==> src/rtl/ppu_dma_ctrl_if.sv <==
// Bus bundle for the multi-channel CPU->PPU DMA engine: register-side
// requests and channel parameters, CPU read port, destination write port
// and status. The DMA engine uses the slave view; its environment drives
// through the master view.
interface ppu_dma_ctrl_if #(
   parameter int NUM_CH = 2,
   parameter int LEN_W  = 8,
   parameter int DATA_W = 8
);
   logic                      cpu_clk_en;
   logic                      cpu_cyc_par;
   logic [NUM_CH-1:0]         start;
   logic [NUM_CH*8-1:0]       page;
   logic [NUM_CH*8-1:0]       dst_base;
   logic [NUM_CH*LEN_W-1:0]   len;
   logic                      cpu_sus;
   logic [15:0]               src_addr;
   logic                      src_re;
   logic [DATA_W-1:0]         src_rd_data;
   logic [7:0]                dst_addr;
   logic [NUM_CH-1:0]         dst_we;
   logic [DATA_W-1:0]         dst_wr_data;
   logic [NUM_CH-1:0]         busy;
   logic [NUM_CH-1:0]         done;

   modport master (
      output cpu_clk_en, cpu_cyc_par, start, page, dst_base, len, src_rd_data,
      input  cpu_sus, src_addr, src_re, dst_addr, dst_we, dst_wr_data, busy, done
   );

   modport slave (
      input  cpu_clk_en, cpu_cyc_par, start, page, dst_base, len, src_rd_data,
      output cpu_sus, src_addr, src_re, dst_addr, dst_we, dst_wr_data, busy, done
   );
endinterface

==> src/rtl/ppu_dma_ctrl.sv <==
// Multi-channel CPU->PPU DMA engine. Each channel latches a source page,
// destination offset and length on its start pulse; pending channels are
// served lowest-index first, one READ/WRITE pair per byte, with the CPU
// suspended for the duration. All state advances only on cpu_clk_en edges.
module ppu_dma_ctrl #(
   parameter int NUM_CH = 2,
   parameter int LEN_W  = 8,
   parameter int DATA_W = 8
) (
   input  logic           clk,
   input  logic           rst,
   ppu_dma_ctrl_if.slave  bus
);
   localparam int CH_W = (NUM_CH > 1) ? $clog2(NUM_CH) : 1;
   localparam logic [LEN_W:0]   CNT_ONE = 1;
   localparam logic [LEN_W-1:0] LEN_ONE = 1;

   typedef enum logic [2:0] {
      IDLE  = 3'd0,
      HALT  = 3'd1,
      ALIGN = 3'd2,
      READ  = 3'd3,
      WRITE = 3'd4
   } state_t;

   state_t            state_reg;
   logic [CH_W-1:0]   active_reg;
   logic [LEN_W:0]    count_reg;
   logic [NUM_CH-1:0] done_reg;

   logic [NUM_CH-1:0] pending;
   logic [NUM_CH-1:0] act_oh;
   logic [NUM_CH-1:0] others_pending;
   logic [7:0]        page_arr [NUM_CH];
   logic [7:0]        base_arr [NUM_CH];
   logic [LEN_W-1:0]  len_arr  [NUM_CH];

   logic [7:0]        page_act;
   logic [7:0]        base_act;
   logic [LEN_W-1:0]  len_m1;
   logic              last_byte;
   logic              final_write;

   // Lowest set index of a request vector (fixed priority, channel 0 first).
   function automatic logic [CH_W-1:0] lowest(input logic [NUM_CH-1:0] v);
      logic [CH_W-1:0] r;
      r = '0;
      for (int i = NUM_CH - 1; i >= 0; i--) begin
         if (v[i]) r = CH_W'(i);
      end
      return r;
   endfunction

   // Per-channel parameter latches; a start while the channel is still
   // queued or running is dropped so the original transfer is untouched.
   genvar gi;
   generate
      for (gi = 0; gi < NUM_CH; gi++) begin : g_ch
         logic             pend_reg;
         logic [7:0]       page_reg;
         logic [7:0]       base_reg;
         logic [LEN_W-1:0] len_reg;

         // Load on an accepted start, release when this channel's last byte is written.
         always_ff @(posedge clk) begin
            if (rst) begin
               pend_reg <= 1'b0;
               page_reg <= '0;
               base_reg <= '0;
               len_reg  <= '0;
            end else if (bus.cpu_clk_en) begin
               if (bus.start[gi] && !pend_reg) begin
                  pend_reg <= 1'b1;
                  page_reg <= bus.page[gi*8 +: 8];
                  base_reg <= bus.dst_base[gi*8 +: 8];
                  len_reg  <= bus.len[gi*LEN_W +: LEN_W];
               end else if (final_write && act_oh[gi]) begin
                  pend_reg <= 1'b0;
               end
            end
         end

         assign pending[gi]  = pend_reg;
         assign page_arr[gi] = page_reg;
         assign base_arr[gi] = base_reg;
         assign len_arr[gi]  = len_reg;
         assign act_oh[gi]   = (active_reg == CH_W'(gi));
      end
   endgenerate

   assign others_pending = pending & ~act_oh;
   assign page_act       = page_arr[active_reg];
   assign base_act       = base_arr[active_reg];
   // len=0 wraps to all-ones here, so a zero length runs the full 2^LEN_W bytes.
   assign len_m1         = len_arr[active_reg] - LEN_ONE;
   assign last_byte      = (count_reg[LEN_W-1:0] == len_m1);
   assign final_write    = (state_reg == WRITE) && last_byte;

   // Transfer sequencer: channel selection, byte counter and done pulse.
   always_ff @(posedge clk) begin
      if (rst) begin
         state_reg  <= IDLE;
         active_reg <= '0;
         count_reg  <= '0;
         done_reg   <= '0;
      end else if (bus.cpu_clk_en) begin
         done_reg <= '0;
         case (state_reg)
            IDLE: begin
               if (|pending) begin
                  active_reg <= lowest(pending);
                  state_reg  <= HALT;
               end
            end
            HALT: begin
               count_reg <= '0;
               state_reg <= bus.cpu_cyc_par ? ALIGN : READ;
            end
            ALIGN: state_reg <= READ;
            READ:  state_reg <= WRITE;
            WRITE: begin
               if (last_byte) begin
                  done_reg <= act_oh;
                  if (|others_pending) begin
                     active_reg <= lowest(others_pending);
                     state_reg  <= HALT;
                  end else begin
                     state_reg <= IDLE;
                  end
               end else begin
                  count_reg <= count_reg + CNT_ONE;
                  state_reg <= READ;
               end
            end
            default: state_reg <= IDLE;
         endcase
      end
   end

   // Bus outputs decoded from state and the active channel's latch.
   always_comb begin
      bus.cpu_sus     = 1'b0;
      bus.src_re      = 1'b0;
      bus.src_addr    = 16'h0000;
      bus.dst_we      = '0;
      bus.dst_addr    = 8'h00;
      bus.dst_wr_data = '0;
      if (state_reg != IDLE) begin
         // The CPU is released during the very last write of a burst.
         bus.cpu_sus = !(final_write && (others_pending == '0));
      end
      if (state_reg == READ) begin
         bus.src_re   = 1'b1;
         bus.src_addr = {page_act, 8'h00} + 16'(count_reg);
      end
      if (state_reg == WRITE) begin
         bus.dst_we      = act_oh;
         bus.dst_addr    = base_act + 8'(count_reg);
         bus.dst_wr_data = bus.src_rd_data;
      end
   end

   assign bus.busy = pending;
   assign bus.done = done_reg;

endmodule

==> src/flat_wrapper.sv <==
// flat-port wrapper written by rule: the top's interface ports become plain ports
module ppu_dma_ctrl_flat 
#(
   parameter int NUM_CH = 2,
   parameter int LEN_W  = 8,
   parameter int DATA_W = 8
)
  (clk, rst, bus_cpu_clk_en, bus_cpu_cyc_par, bus_start, bus_page, bus_dst_base, bus_len, bus_src_rd_data, bus_cpu_sus, bus_src_addr, bus_src_re, bus_dst_addr, bus_dst_we, bus_dst_wr_data, bus_busy, bus_done);
  ppu_dma_ctrl_if #(.NUM_CH(NUM_CH), .LEN_W(LEN_W), .DATA_W(DATA_W)) bus_i ();
  input  logic clk;
  input  logic rst;
  input wire logic [$bits(bus_i.cpu_clk_en)-1:0] bus_cpu_clk_en;
  input wire logic [$bits(bus_i.cpu_cyc_par)-1:0] bus_cpu_cyc_par;
  input wire logic [$bits(bus_i.start)-1:0] bus_start;
  input wire logic [$bits(bus_i.page)-1:0] bus_page;
  input wire logic [$bits(bus_i.dst_base)-1:0] bus_dst_base;
  input wire logic [$bits(bus_i.len)-1:0] bus_len;
  input wire logic [$bits(bus_i.src_rd_data)-1:0] bus_src_rd_data;
  output wire logic [$bits(bus_i.cpu_sus)-1:0] bus_cpu_sus;
  output wire logic [$bits(bus_i.src_addr)-1:0] bus_src_addr;
  output wire logic [$bits(bus_i.src_re)-1:0] bus_src_re;
  output wire logic [$bits(bus_i.dst_addr)-1:0] bus_dst_addr;
  output wire logic [$bits(bus_i.dst_we)-1:0] bus_dst_we;
  output wire logic [$bits(bus_i.dst_wr_data)-1:0] bus_dst_wr_data;
  output wire logic [$bits(bus_i.busy)-1:0] bus_busy;
  output wire logic [$bits(bus_i.done)-1:0] bus_done;
  assign bus_i.cpu_clk_en = bus_cpu_clk_en;
  assign bus_i.cpu_cyc_par = bus_cpu_cyc_par;
  assign bus_i.start = bus_start;
  assign bus_i.page = bus_page;
  assign bus_i.dst_base = bus_dst_base;
  assign bus_i.len = bus_len;
  assign bus_i.src_rd_data = bus_src_rd_data;
  assign bus_cpu_sus = bus_i.cpu_sus;
  assign bus_src_addr = bus_i.src_addr;
  assign bus_src_re = bus_i.src_re;
  assign bus_dst_addr = bus_i.dst_addr;
  assign bus_dst_we = bus_i.dst_we;
  assign bus_dst_wr_data = bus_i.dst_wr_data;
  assign bus_busy = bus_i.busy;
  assign bus_done = bus_i.done;
  ppu_dma_ctrl #(.NUM_CH(NUM_CH), .LEN_W(LEN_W), .DATA_W(DATA_W)) u_core (.clk(clk), .rst(rst), .bus(bus_i));
endmodule
==> config.mk <==
export PLATFORM = sky130hd
export DESIGN_NAME = ppu_dma_ctrl_flat
export DESIGN_NICKNAME = d
export VERILOG_FILES = /design/src/rtl/ppu_dma_ctrl_if.sv /design/src/rtl/ppu_dma_ctrl.sv /design/src/flat_wrapper.sv
export SDC_FILE = /design/constraint.sdc
export NUM_CORES = 1
export LEC_CHECK = 0
export ABC_CLOCK_PERIOD_IN_PS = 3800
export BUFFER_PORTS_ARGS = -buffer_cell sky130_fd_sc_hd__clkbuf_2
export CORE_MARGIN = 2
export CORE_UTILIZATION = 45
export CTS_CLUSTER_SIZE = 14
export DETAILED_ROUTE_END_ITERATION = 6
export GPL_ROUTABILITY_DRIVEN = 0
export PLACE_DENSITY = 0.82
export SLEW_MARGIN = 20
export SYNTH_ARGS = -nofsm -noshare
export SYNTH_HDL_FRONTEND = slang
export SYNTH_SLANG_ARGS = --single-unit
==> constraint.sdc <==
create_clock -name clk -period 3.8 [get_ports clk]
set_input_delay 0.76 -clock clk [delete_from_list [all_inputs] [get_ports clk]]
set_output_delay 0.76 -clock clk [all_outputs]
set_load 0.005 [all_outputs]
### Word level (Yosys, flattened, before mapping)

Index checks and enable logic that the tools add are counted.

| cells by class | value |
|---|---|
| add/subtract/negate cells | 4 |
| magnitude comparators | 1 |
| eq/ne operators | 9 |
| muxes and demuxes | 36 |
| bitwise gates (word level) | 4 |
| reduce and logical (&&, ||, !) cells | 25 |

Operators with widths:

| cell | number |
|---|---|
| 8-bit 2-to-1 mux | 11 |
| 9-bit one-hot mux with 2 select lines | 1 |
| 16-bit by 9-bit adder with 16-bit output | 1 |
| 16-bit 2-to-1 mux | 1 |
| 1-bit 2-to-1 mux | 15 |
| 3-bit one-hot mux with 5 select lines | 1 |
| 2-bit AND reduction | 5 |
| 9-bit by 1-bit adder with 9-bit output (second input constant) | 1 |
| 9-bit 2-to-1 mux | 1 |
| 8-bit adder | 1 |
| 8-bit == test | 1 |
| 2-bit 2-to-1 mux | 4 |
| 2-bit nonzero test | 4 |
| 8-bit by 1-bit subtractor with 8-bit output (second input constant) | 1 |
| 3-bit by 2-bit == test with 1-bit output (second input constant) | 2 |
| 1-bit logical AND | 6 |
| 5-bit AND reduction | 1 |
| 2-bit by 1-bit inequality test with 1-bit output (second input constant) | 2 |
| 2-bit inequality test (second input constant) | 2 |
| 2-bit OR reduction | 2 |
| 3-bit by 1-bit == test with 1-bit output (second input constant) | 1 |
| 3-bit == test (second input constant) | 1 |
| 1-bit zero test | 3 |
| 3-bit zero test | 1 |
| 10 further kinds | 10 |

| storage, ports and cells | value |
|---|---|
| register bits after elaboration | 65 |
| input bits | 62 |
| output and inout port bits | 40 |
| word-level logic and storage cells | 91 |

### Depth between registers and ports, before layout

Gate-level depths: netlist (run 1).

| depth | value |
|---|---|
| depth after elaboration | 10 |
| depth in mapped cells | 15 |
| mapped depth without buffers | 9 |

### Worst setup path after synthesis (run 1)

No wires, ideal clock.

| path | value |
|---|---|
| path kind | reg-to-output |
| from | register u_core.active_reg |
| to | output bus_dst_addr[6] |
| data arrival time | 3.166 ns |
| required time | 3.040 ns |
| path slack | -0.126 ns |
| stages on the path, launching flop included | 15 |
| cells stage by stage | dfxtp_1 -> buf_6 -> buf_6 -> buf_2 -> buf_1 -> clkbuf_1 -> mux2_2 -> ha_1 -> fa_1 -> a21oi_1 -> o21bai_1 -> a21o_1 -> a21oi_1 -> xor2_1 -> nor2_1 |

| between the ends | value |
|---|---|
| word-level cells in the longest chain between the ends | 6 |

RTL lines:

| what | line | text |
|---|---|---|
| start, declared | ppu_dma_ctrl.sv:27 | `logic [CH_W-1:0] active_reg;` |
| start signal, assigned | ppu_dma_ctrl.sv:111 | `active_reg <= lowest(pending);` |
| start signal, assigned | ppu_dma_ctrl.sv:125 | `active_reg <= lowest(others_pending);` |
| 1-bit inverter with 2-bit output (not written as such) | ppu_dma_ctrl.sv:93 | `assign base_act = base_arr[active_reg];` |
| 8-bit 2-to-1 mux (not written as such) (3 in series) | ppu_dma_ctrl.sv:93 |  |
| 8-bit adder | ppu_dma_ctrl.sv:158 | `bus.dst_addr = base_act + 8'(count_reg);` |
| 8-bit 2-to-1 mux | ppu_dma_ctrl.sv:156 | `if (state_reg == WRITE) begin` |
| end, declared | flat_wrapper.sv:22 | `output wire logic [$bits(bus_i.dst_addr)-1:0] bus_dst_addr;` |

Every way passes these cells. The select of a mux whose other input is x is not followed.

### Final worst setup path (run 1)

| path | value |
|---|---|
| from | register u_core.active_reg |
| to | output bus_dst_addr[7] |

The elaborated chain is that of the path after synthesis.

==> metrics.txt, run 1 <==
cell area after synthesis 0.00371 mm²; crit path to bus_dst_addr[7]; data arrival time of the critical path 2820 ps; Wirelength per Cell approximately 15 µm; Die X approximately 95 µm; Slew Viols, Final 0; f_max 279 MHz; Area Overhead vs Synth 21.5%; worst-path fanout max 25; Buffers & Inverters on Critical Path 2; register bit total from synthesis 65; commonest cells after routing, fill and taps aside nand2_1, clkbuf_2, a21oi_1, dfxtp_1, nor2_1; count of mapped cells out of synthesis around 470; clock period minus worst slack between 3000 and 4000 ps; syn_nets approximately 550; setup TNS 0 ps; Die Ht 94.8 µm; Slew @ Worst Pin about 600 ps; Lkg Pwr about 1.9 nW; reg2reg start u_core.active_reg; outcome finished clean; R2R cell count 10; post-synth top area cell dfxtp_1; Yosys top cell area share around a third; total CTS buffers 9; CP max stage cell dfxtp_1; Final Hold Vio Count 0; Worst Setup End Kind output port; Final setup viols 0; H-tree levels 3; CP Cell Sequence buf_6 > mux2_2 > ha_1 > a21oi_1 > o21bai_1 > a21oi_2 > o21ai_0 > xnor2_1 > nor2_1 > clkbuf_2; Worst-path clk slew ~70 ps; Yosys warnings 0; worst-case clock buffer depth 2; skew final around 11 ps; Residual DRC 0; first-pass GRT wire length 15.9 mm; crit path from u_core.active_reg; core area 0.00809 mm²; Worst setup SP type flip-flop; CTS sink count 65; Req. time, crit path ~3000 ps; First-pass DRT Iterations 4; Post-Route WL approximately 10 mm; Unique masters post-synth 55; Starting Density approximately 46%; CP top delay family compound AO/OA/AOI/OAI gates; FILL cells 790; placed inst area about 0.0043 mm²; hold crit path type reg2reg; hpwl dp roughly 7.5 mm; Via density 5.50; Final Net Count roughly 630; Reg2Reg Setup Slack 1000 ps; Max-cap violations 0; row cnt 33; hold slack 457 ps; maximum vdd drop 190 µV; RSZ-0062 raised after global routing no; initial DRC count between 200 and 250; vias in the first global route between 3k and 4k; critical path depth 10; commonest non-fill, non-tap cell in the layout nand2_1; postcts setup bufs 0; Finished Cell Area between 0.004 and 0.005 mm²; vias post-DR between 3k and 4k; clk root buf clkbuf_8; synthesized area per cell ~7.9 µm²; Rel. slew slack 59.9%; hold_buf cts 0; Skew-Pair Late Insertion Delay about 350 ps; Period Utilization, post-route approximately 94%; TritonCTS clock tree built; grt ovf 0; Antenna Diode Count 0; power density over the cells around 370 mW/mm²; Slowest Stage Delay on Critical Path between 400 and 500 ps; Worst R2R End u_core.state_reg[0]; top area cells in the synthesized netlist dfxtp_1, nand2_1, a21oi_1; Buffers on Ports roughly 100; post-route ant nets 0; initial antenna violation count 0; largest net degree at the start of global routing 60; GRT Total Usage 22.8%; Seq/Total Area, Yosys a little over a third; # IOs between 100 and 150; die area between 0.008 and 0.009 mm²; critical path type reg2out; layout cells sized above 1 about 25%
==> power breakdown <==
group	internal, W	leakage, nW	switching, W
Clock	0.000439	0.117	0.000292
Sequential	0.000709	0.530	0.0000306
Combinational	0.0000931	1.24	0.000121
Total	0.00124	1.89	0.000444
==> kinds of logic (layout without fill, tap and decap cells) <==
group / after synthesis / after routing / synth area share, %
buf+inv: 36 / 129 / 4.38
simple gates: 200 / 200 / 25.6
compound gates: 108 / 108 / 17.6
fa+ha+maj: 12 / 12 / 4.25
flops: 65 / 65 / 35.0
mux: 24 / 24 / 6.77
xor+xnor: 27 / 27 / 6.37
==> layer usage <==
| layer | up-vias | global-route usage, % | share of wire (%) |
|---|---|---|---|
| li1 | 1812 | - | - |
| met2 | 132 | 37.6 | 49 |
| met3 | 23 | 6.15 | 5.6 |
| met4 | 0 | 9.18 | 2.3 |
| met5 | - | 0 | 0 |
| met1 | 1720 | 28.1 | 43 |
==> worst min-delay path: cells and delay by family, from the launching register on <==
kind / cells / cell delay, ps
AND/OR/NAND/NOR: 1 / 50
flip-flops: 1 / 310
AO/OA/AOI/OAI: 1 / 50
==> synth_stat cells (all sizes together) <==
master	instances
a32o	1
mux2	9
fa	1
or2	4
o31ai	6
nand4	1
xor2	10
nand2	103
nor4	3
nor3	10
nand3	8
clkbuf	24
or4	4
a21oi	69
and2	10
nand3b	1
inv	4
o41ai	3
mux2i	15
dfxtp	65
a221oi	1
a31oi	2
a21boi	1
a2111oi	1
ha	11
o21a	2
o311ai	2
nand2b	6
xnor2	17
a311oi	2
a31o	1
a21o	3
o21bai	2
o211a	1
nor2	26
o21ai	6
a32oi	3
nor2b	6
nor4b	2
nor3b	2
a22oi	2
and3	12
buf	8
or3	2
==> how the worst min path moves through the flow <==
| stage | from | endpoint | slack (ps) | depth (start not counted) |
|---|---|---|---|---|
| after floorplan | u_core.g_ch[0].page_reg[2] | u_core.g_ch[0].page_reg[2] | 430 | 2 |
| after global placement | u_core.g_ch[0].page_reg[1] | u_core.g_ch[0].page_reg[1] | 440 | 2 |
| after detailed placement | u_core.g_ch[1].base_reg[3] | u_core.g_ch[1].base_reg[3] | 440 | 2 |
| after CTS | u_core.g_ch[1].page_reg[0] | u_core.g_ch[1].page_reg[0] | 450 | 2 |
| after global routing | u_core.g_ch[1].page_reg[0] | u_core.g_ch[1].page_reg[0] | 470 | 2 |
| final | u_core.g_ch[1].base_reg[3] | u_core.g_ch[1].base_reg[3] | 460 | 2 |
==> area by class of cell <==
class	instances	area [µm²]	share of cell area, %
clock buffer	10	128	2.83
multi-input combinational	371	2250	49.9
sequential	65	1300	28.8
tap	105	131	2.91
clock inverter	6	115	2.55
inverter	4	15.0	0.333
timing repair buffer	109	569	12.6
==> timing repair <==
item	4_1_cts	5_1_grt
endpoints found under the hold margin	0	0
resized for setup	0	2
setup endpoints to repair	0	2
==> through the flow <==
| stage | power [W] | setup WS, ps | util, % | instances |
|---|---|---|---|---|
| final | 0.00169 | 220 | 55.8 | 670 |
| after global routing | 0.00175 | 28.5 | 55.8 | 670 |
| after CTS | 0.00169 | 123 | 55.7 | 670 |
| after detailed placement | 0.000966 | 523 | 52.7 | 654 |
| after global placement | 0.000957 | 619 | 52.7 | 654 |
| after floorplan | 0.000894 | 129 | - | 472 |
(Power assumes the default switching activity.)
==> run 2, diff against run 1 <==
==> constraint.sdc (replaced) <==
create_clock -name clk -period 3.8 [get_ports clk]
set_input_delay 0.76 -clock clk [delete_from_list [all_inputs] [get_ports clk]]
set_output_delay 0.76 -clock clk [all_outputs]
set_load 0.02 [all_outputs]
==> run 2 against run 1 <==
  * Via count down 1.2%
  * Core utilization down 0.54 points
  * Count of clock-buffer cells in the layout up 2
  * Non-clock buffer count unchanged
  * Worst hold slack worse by 3.9 ps
  * First-iteration DRC count down 2.1%
  * Flip-flop and latch count unchanged
  * Worst setup slack better by 49 ps
  * Design area down 0.97%
==> metrics.txt, run 2 (synthesis results as in run 1) <==
outcome finished clean; First-pass DRT Iterations 5 (+1); Via density 5.45 (-0.90%); commonest cells after routing, fill and taps aside nand2_1, clkbuf_2, a21oi_1, dfxtp_1, nor2_1; initial antenna violation count 0 (unchanged); hold_buf cts 0 (unchanged); Buffers on Ports 101 (unchanged); Slew Viols, Final 0 (unchanged); hold slack 453 ps (-3.94 ps); Max Used Layer met4; vias post-DR 3643 (-1.2%); maximum vdd drop 163 µV (-14%); WL met2 4.55 mm (-8.2%); postcts setup bufs 0 (unchanged); Req. time, crit path 3040 ps (about the same); # resized after CTS 0 (unchanged); total CTS buffers 9 (unchanged); Lkg Pwr 1.87 nW (-0.93%); critical path type reg2out; Antenna Diode Count 0 (unchanged); grt ovf 0 (unchanged); largest net degree at the start of global routing 60 (unchanged); GRT Total Usage 22.3% (-0.44 points); worst-path fanout max 23 (-8.0%); FILL cells 753 (-4.7%); first-pass GRT wire length 15.7 mm (-1.5%); layout cells sized above 1 25.4% (+0.090 points); Post-Route WL 9.69 mm (-4.3%); Internal 0.00115 W (-7.2%); f_max 283 MHz (+1.4%); final core occ 55.2% (-0.54 points); Worst-path clk slew 70 ps (about the same); met1 WL 4.26 mm (-2.5%); switching portion of total power 26.3% (about the same); row cnt 33 (unchanged); routed wl met3 577 µm (+1.1%); Final setup viols 0 (unchanged); clock period minus worst slack 3530 ps (-48.7 ps); Wirelength per Cell 14.5 µm (-4.0%); Starting Density 45.9% (unchanged); post-route insts no fill 668 (-0.30%); H-tree levels 3 (unchanged); Die X 94.8 µm (unchanged); hold crit path type reg2reg; power density over the cells 350 mW/mm² (-6.3%); combinational share of power 13.8% (+1.1 points); Final Hold Vio Count 0 (unchanged); Max-cap violations 0 (unchanged); Die Ht 94.8 µm (unchanged); Net Switching 0.000412 W (-7.2%); clk root buf clkbuf_8; Worst Setup End Kind output port; Worst setup SP type flip-flop; hold depth 2 (unchanged); setup TNS 0 ps (unchanged); # IOs 102 (unchanged); commonest non-fill, non-tap cell in the layout nand2_1; skew final 5.72 ps (-4.92 ps); post-route ant nets 0 (unchanged); Residual DRC 0 (unchanged); data arrival time of the critical path 2770 ps (-50 ps); CTS sink count 65 (unchanged); placed cell count 654 (unchanged); TritonCTS clock tree built; core area 0.00809 mm² (unchanged); die area 0.00899 mm² (unchanged); worst-case clock buffer depth 2 (unchanged); Rel. slew slack 60.4% (+0.51 points); RSZ-0062 raised after global routing no; Slew @ Worst Pin 594 ps (-7.61 ps); clock group share of total power 38.9% (-4.5 points); initial DRC count 234 (-2.1%); Final Net Count 634 (unchanged); R2R cell count 10 (unchanged); vias in the first global route 3413 (-1.9%); Flop pwr share 47.3% (+3.4 points); Skew-Pair Late Insertion Delay 350 ps (about the same); Area Overhead vs Synth 20.4%; Period Utilization, post-route 92.9% (-1.3 points); hpwl dp 7.25 mm (-3.1%)
run 2: cell count changes in the layout (fill, tap and decap cells not counted), sizes merged:
cell | before | now
clkbuf | 111 | 113
inv | 5 | 4
bufinv | 3 | 1
clkinv | 1 | 0
run 2: cell type report:
type	count	area, µm²	share of cell area, %
multi-input combinational	371	2250	50.4
inverter	4	15.0	0.336
sequential	65	1300	29.1
timing repair buffer	109	566	12.7
tap	105	131	2.94
clock inverter	2	37.5	0.840
clock buffer	12	165	3.70
run 2: through the flow:
step	instance area (µm²)	total power, W	worst slack, ps
2_1_floorplan	3720	0.000898	26.9
3_3_place_gp	4270	0.000961	747
3_5_place_dp	4270	0.000969	640
4_1_cts	4470	0.00157	258
5_1_grt	4470	0.00162	37.8
6_report	4470	0.00156	269
run 2: critical path: stages, from the launching register on:
cell and delay, ps:
dfxtp_2 360, buf_4 300, mux2i_1 330, ha_1 230
xor2_1 170, xnor2_1 90, nor3_2 120, nand4_2 180
nor4b_1 340, o21ai_1 120, clkbuf_2 170
run 2: metal layers:
metal  global-route usage (%)  vias up
met1                     28.4     1663
met5                        0        -
met2                     35.5      138
met4                     12.3        0
li1                         -     1808
met3                     4.47       34
run 2: power by group through the flow:
stage	registers [W]	clock network (W)	logic [W]
after floorplan	0.000741	0	0.000157
after global placement	0.000752	0	0.000209
after detailed placement	0.000753	0	0.000216
after CTS	0.000738	0.000611	0.000216
after global routing	0.000743	0.000640	0.000241
final	0.000739	0.000608	0.000217
run 2: worst paths after layout:
kind                               from  slack (ps)                          to
max                   u_core.active_reg         270                 bus_cpu_sus
min          u_core.g_ch[1].page_reg[0]         450  u_core.g_ch[1].page_reg[0]
max reg2reg           u_core.active_reg        1050         u_core.state_reg[0]
min reg2reg  u_core.g_ch[1].page_reg[0]         450  u_core.g_ch[1].page_reg[0]
